<file path="src/rtl/fib_seq_detector_pkg.sv">
// Shared definitions for the sequential Fibonacci membership detector.
//   state_t     : FSM encoding (ST_IDLE / ST_RUN / ST_DONE)
//   DEF_WIDTH   : default tested-value width
//   DEF_IDX_W   : default index width (holds index of first term > 2^WIDTH-1)
package fib_seq_detector_pkg;

  typedef enum logic [1:0] {
    ST_IDLE = 2'd0,
    ST_RUN  = 2'd1,
    ST_DONE = 2'd2
  } state_t;

  localparam int DEF_WIDTH = 8;
  localparam int DEF_IDX_W = 5;

endpackage

</file>
<file path="src/rtl/fib_step.sv">
// One Fibonacci advance: {a, b, idx} -> {b, a+b, idx+1}. Purely combinational.
//   a, b, idx          : current pair and index
//   a_nxt, b_nxt, idx_nxt : advanced pair and index
module fib_step #(
  parameter int AW    = 10,
  parameter int IDX_W = 5
) (
  input  logic [AW-1:0]    a,
  input  logic [AW-1:0]    b,
  input  logic [IDX_W-1:0] idx,
  output logic [AW-1:0]    a_nxt,
  output logic [AW-1:0]    b_nxt,
  output logic [IDX_W-1:0] idx_nxt
);

  assign a_nxt   = b;
  assign b_nxt   = a + b;
  assign idx_nxt = idx + 1'b1;

endmodule

</file>
<file path="src/rtl/fib_seq_detector.sv">
// Sequential Fibonacci membership detector. Walks F(k) one term per clock and
// reports whether the captured value is a Fibonacci number and its index.
//   clk, rst    : clock, async active-high reset
//   in_valid/in_ready/in_value : input handshake (accepts in IDLE only)
//   out_valid/out_ready        : result handshake (presented in DONE)
//   out_is_fib  : value is a Fibonacci number
//   out_index   : hit -> k with F(k)=value; miss -> k of largest F(k) < value
//   busy        : transaction in flight (RUN or DONE)
module fib_seq_detector
  import fib_seq_detector_pkg::*;
#(
  parameter int WIDTH = DEF_WIDTH,
  parameter int IDX_W = DEF_IDX_W
) (
  input  logic             clk,
  input  logic             rst,
  input  logic             in_valid,
  output logic             in_ready,
  input  logic [WIDTH-1:0] in_value,
  output logic             out_valid,
  input  logic             out_ready,
  output logic             out_is_fib,
  output logic [IDX_W-1:0] out_index,
  output logic             busy
);

  // Two guard bits: the walk stops at the first term above 2^WIDTH-1, which
  // is below 2^(WIDTH+1), so a+b cannot wrap before the compare ends it.
  localparam int AW = WIDTH + 2;

  state_t           state, state_nxt;
  logic [WIDTH-1:0] target;
  logic [AW-1:0]    a, b, a_step, b_step;
  logic [IDX_W-1:0] idx, idx_step;
  logic             is_fib_q;
  logic [IDX_W-1:0] index_q;
  logic             accept, hit, over;

  fib_step #(.AW(AW), .IDX_W(IDX_W)) u_step (
    .a       (a),
    .b       (b),
    .idx     (idx),
    .a_nxt   (a_step),
    .b_nxt   (b_step),
    .idx_nxt (idx_step)
  );

  assign accept = in_valid && (state == ST_IDLE);
  assign hit    = (a == {2'b00, target});
  assign over   = (a >  {2'b00, target});

  always_ff @(posedge clk or posedge rst) begin
    if (rst) state <= ST_IDLE;
    else     state <= state_nxt;
  end

  always_comb begin
    state_nxt = state;
    unique case (state)
      ST_IDLE: if (accept)      state_nxt = ST_RUN;
      ST_RUN:  if (hit || over) state_nxt = ST_DONE;
      ST_DONE: if (out_ready)   state_nxt = ST_IDLE;
      default:                  state_nxt = ST_IDLE;
    endcase
  end

  always_ff @(posedge clk or posedge rst) begin
    if (rst) begin
      target   <= '0;
      a        <= '0;
      b        <= '0;
      idx      <= '0;
      is_fib_q <= 1'b0;
      index_q  <= '0;
    end else if (accept) begin
      target <= in_value;
      a      <= '0;
      b      <= AW'(1);
      idx    <= '0;
    end else if (state == ST_RUN) begin
      if (hit) begin
        // First match wins, so value 1 reports index 1, not 2.
        is_fib_q <= 1'b1;
        index_q  <= idx;
      end else if (over) begin
        // a is never above target at idx 0 (a=0), so idx-1 cannot underflow.
        is_fib_q <= 1'b0;
        index_q  <= idx - 1'b1;
      end else begin
        a   <= a_step;
        b   <= b_step;
        idx <= idx_step;
      end
    end
  end

  assign in_ready   = (state == ST_IDLE);
  assign out_valid  = (state == ST_DONE);
  assign busy       = (state != ST_IDLE);
  assign out_is_fib = is_fib_q;
  assign out_index  = index_q;

endmodule

</file>
<file path="config.mk">
export PLATFORM = sky130hd
export DESIGN_NAME = fib_seq_detector
export DESIGN_NICKNAME = d
export VERILOG_FILES = /design/src/rtl/fib_seq_detector_pkg.sv /design/src/rtl/fib_step.sv /design/src/rtl/fib_seq_detector.sv
export SDC_FILE = /design/constraint.sdc
export NUM_CORES = 1
export LEC_CHECK = 0
export BUFFER_PORTS_ARGS = -buffer_cell sky130_fd_sc_hd__buf_2
export CORE_MARGIN = 2
export CORE_UTILIZATION = 50
export DETAILED_ROUTE_END_ITERATION = 10
export GPL_ROUTABILITY_DRIVEN = 1
export PLACE_DENSITY = 0.75
export SKIP_CTS_REPAIR_TIMING = 1
export SLEW_MARGIN = 15
export SYNTH_ARGS = -nofsm -noshare
export SYNTH_HDL_FRONTEND = slang
export SYNTH_SLANG_ARGS = --single-unit
</file>
<file path="constraint.sdc">
create_clock -name clk -period 2.3 [get_ports clk]
set_input_delay 0.23 -clock clk [delete_from_list [all_inputs] [get_ports clk]]
set_output_delay 0.23 -clock clk [all_outputs]
set_load 0.02 [all_outputs]
</file>
==> impl_metrics.py <==
metrics = {
    "route": {
        "drc": 0,
        "via_per_inst": 5.35,
        "ant_nets": 0,
        "drt_iter0_drc": 104,
        "wl_um": 4360,
        "avgRoutedWirePerCell_um": 13.5,
        "dr.pass1.iters": 6,
        "dr_total_vias": 1728,
    },
    "floorplanning": {
        "die-area_um2": 5240,
        "start_util_pct": 52.6,
        "rows": 24,
        "die_w_um": 72.4,
        "io_pins": 21,
        "die_height_um": 72.4,
        "core_um2": 4440,
    },
    "global_route": {
        "grt_start_max_net_pins": 42,
        "grt_pass1_vias": 1691,
        "groute.usage.overall_pct": 18.2,
        "met1_usage_pct": 24.4,
        "grt_use_met3_pct": 3.89,
        "grt_busiest_layer": "met2",
        "grt_pass1_wl_um": 7510,
        "grt_use_met2_pct": 29.3,
        "grt_antenna_before_repair": 0,
        "overflow": 0,
    },
    "min_path": {
        "hold_path_class": "input port to asynchronous set/reset pin",
    },
    "pwr": {
        "powerDensity_nw_per_um2": 1400,
        "p_int_uw": 2160,
        "p_clk_share_pct": 16.6,
        "switching_share_pct": 41.6,
        "leakage_uw": 0.00128,
        "power_frac_seq_pct": 33.3,
        "pwr-share-comb_pct": 50.0,
        "peakVddDrop_mv": 0.505,
        "switchingPower_uw": 1540,
    },
    "final_layout": {
        "nets": 302,
        "diodes": 0,
        "final_util_pct": 59.7,
        "fin_area_um2": 2660,
        "fill_cells": 371,
        "drive_above_1_share_pct": 15.5,
        "area_delta_synth_final_pct": 13.5,
    },
    "placement": {
        "io_buffers": 20,
        "dpl_cell_area_um2": 2510,
        "gp_congestion": 0.800,
        "place_hpwl_um": 3050,
        "pre_cts_ws_ns": 0.0592,
    },
    "timing": {
        "setup_viol": 0,
        "drv_slew": 0,
        "finalCritPeriodShare_pct": 93.0,
        "post-route-min-period_ns": 2.14,
        "hold_violations": 0,
        "tightest_slew_ns": 0.615,
        "fmax_ghz": 0.468,
        "grt_setup_unrepaired": "no",
        "maxSlewHeadroom_pct": 58.9,
        "tns_ns": 0,
        "clock_skew_ns": 0.00858,
        "fin_ws_ns": 0.162,
    },
    "worst_setup_path": {
        "setup.worst_path.class": "register to register",
        "rrSetupSlack_ns": 0.16,
        "worstPathCellList": "ha_1 -> fa_2 -> a21oi_2 -> nor2b_1 -> o31a_1 -> o41ai_2 -> xor2_1 -> mux2i_1",
        "cp_max_fo": 3,
        "cp_data_arrival_time_ns": 2.33,
        "cpPeakStageDelay_ns": 0.40,
        "required_ns": 2.49,
        "end_kind": "register",
        "start_kind": "register",
        "cp_slowest_cell": "dfrtp_1",
    },
    "synth": {
        "synth_xor_area_share_pct": 4.87,
        "yosys-top-cells-area": "dfrtp_1 (44%), ha_1 (10%), nand2_1 (6.6%)",
        "synth-edff-count": 0,
        "yosys_warnings": 0,
        "synth_area_um2": 2340,
        "synth_area_per_cell_um2": 9.47,
        "synthSimpleGateAreaFrac_pct": 17.3,
        "synth_mux_area_share_pct": 3.85,
        "synth_top_cell_area_share_pct": 43.9,
        "synth_top_family_by_area": "simple AND/OR/NAND/NOR gates",
        "postSynthNetCount": 279,
        "synth.distinct_cells": 41,
        "syn_inst": 247,
        "ys_top_cells_by_count": "dfrtp_1 (41), nand2_1 (41), o21ai_0 (26)",
        "synth_compound_area_share_pct": 14.7,
        "yosysTopAreaCell": "dfrtp_1",
        "async_reset_ff_share_pct": 100,
        "ys.flop_type": "dfrtp_1",
        "synthAdderAreaFrac_pct": 11.0,
        "ys_ff_latch": 41,
        "seq_area_frac_synth_pct": 43.9,
    },
    "clock_network": {
        "cts_tree": "done",
        "clk_pin_slew_ns": 0.08,
        "clock_sinks": 41,
        "cts_buffers": 5,
        "max-clock-path-buffers": 2,
        "htreeDepth": 2,
        "cts_root_buffer": "clkbuf_8",
        "worstSkewPairLatency_ns": 0.30,
    },
    "status": {
        "outcome": "complete, no violations",
    },
    "run": {
        "maxCapViolations": 0,
    },
}
[power by group through the flow]
stage,Clock [µW],Sequential [µW],Combinational (µW)
after global placement,0,1230,1780
final,616,1240,1850
after floorplan,0,1240,1400
after detailed placement,0,1240,1820
after CTS,629,1230,1830
after global routing,651,1280,2110
[metal layers]
layer  wire length, µm  share of wire, %
met1              2190                50
met2              1930                44
met3               161               3.7
met4                75               1.7
met5                 0                 0
[path summary, 6_finish.rpt]
check,from,cells after the start,to
hold reg to reg,out_index[2],2,out_index[2]
hold / removal,rst,3,target[6]
setup / recovery,b[0],8,b[8]
min in group clk,out_ready,2,state[1]
setup reg to reg,b[0],8,b[8]
max in group asynchronous,rst,3,idx[4]
[area by class of cell]
class	count	area [µm²]	area share [%]
sequential	41	1030	38.6
inverter	15	56.3	2.12
clock inverter	2	37.5	1.41
clock buffer	6	82.6	3.11
timing repair buffer	25	150	5.66
multi-input combinational	182	1240	46.6
tap	52	65.1	2.45
[cells in the final DEF, fill, tap and decap left out, types with 2 or more instances in the layout]
cell type,synthesis,layout
xor2_1,2,2
a22o_1,3,3
a21o_1,3,3
buf_2,3,20
nand2b_1,7,7
nor4_1,4,4
o21ai_0,26,26
clkbuf_8,0,6
mux2i_1,9,9
nand2_1,41,41
a21oi_1,11,10
inv_1,15,15
nand3_1,4,4
ha_1,19,19
dfrtp_1,41,41
xnor2_1,11,11
nor2_1,15,15
nor2b_1,4,4
buf_4,0,4
o31ai_1,2,2
o21a_1,2,2
[per-stage QoR]
step	hold slack [ns]	instances	total power, µW
floorplan	0.335	247	2640
global placement	0.383	315	3020
detailed placement	0.388	315	3070
CTS	0.0571	323	3690
global route	0.0980	323	4040
finish	0.0454	323	3710
[worst max-delay path: cells and delay by family (launching register included)]
family,cells,cell delay (ns)
adders and majority gates,2,0.60
and+or+nand+nor,1,0.07
AOI/OAI and AO/OA,3,0.69
muxes,1,0.09
xor gates and xnor gates,1,0.19
DFF,1,0.40
[state kept, by name, indices dropped and copies added (netlist names)]
name,cells
out_index,5
out_is_fib,1
target,8
idx,5
b,10
a,10
state,2
[kinds of logic after synthesis]
group,after synthesis
adder cells (fa/ha/maj),20
buffers and inverters,24
flip-flops,41
AO/OA/AOI/OAI,56
multiplexers,9
XOR/XNOR,13
AND/OR/NAND/NOR,84
Note: power is estimated with default switching activity, not from simulation.
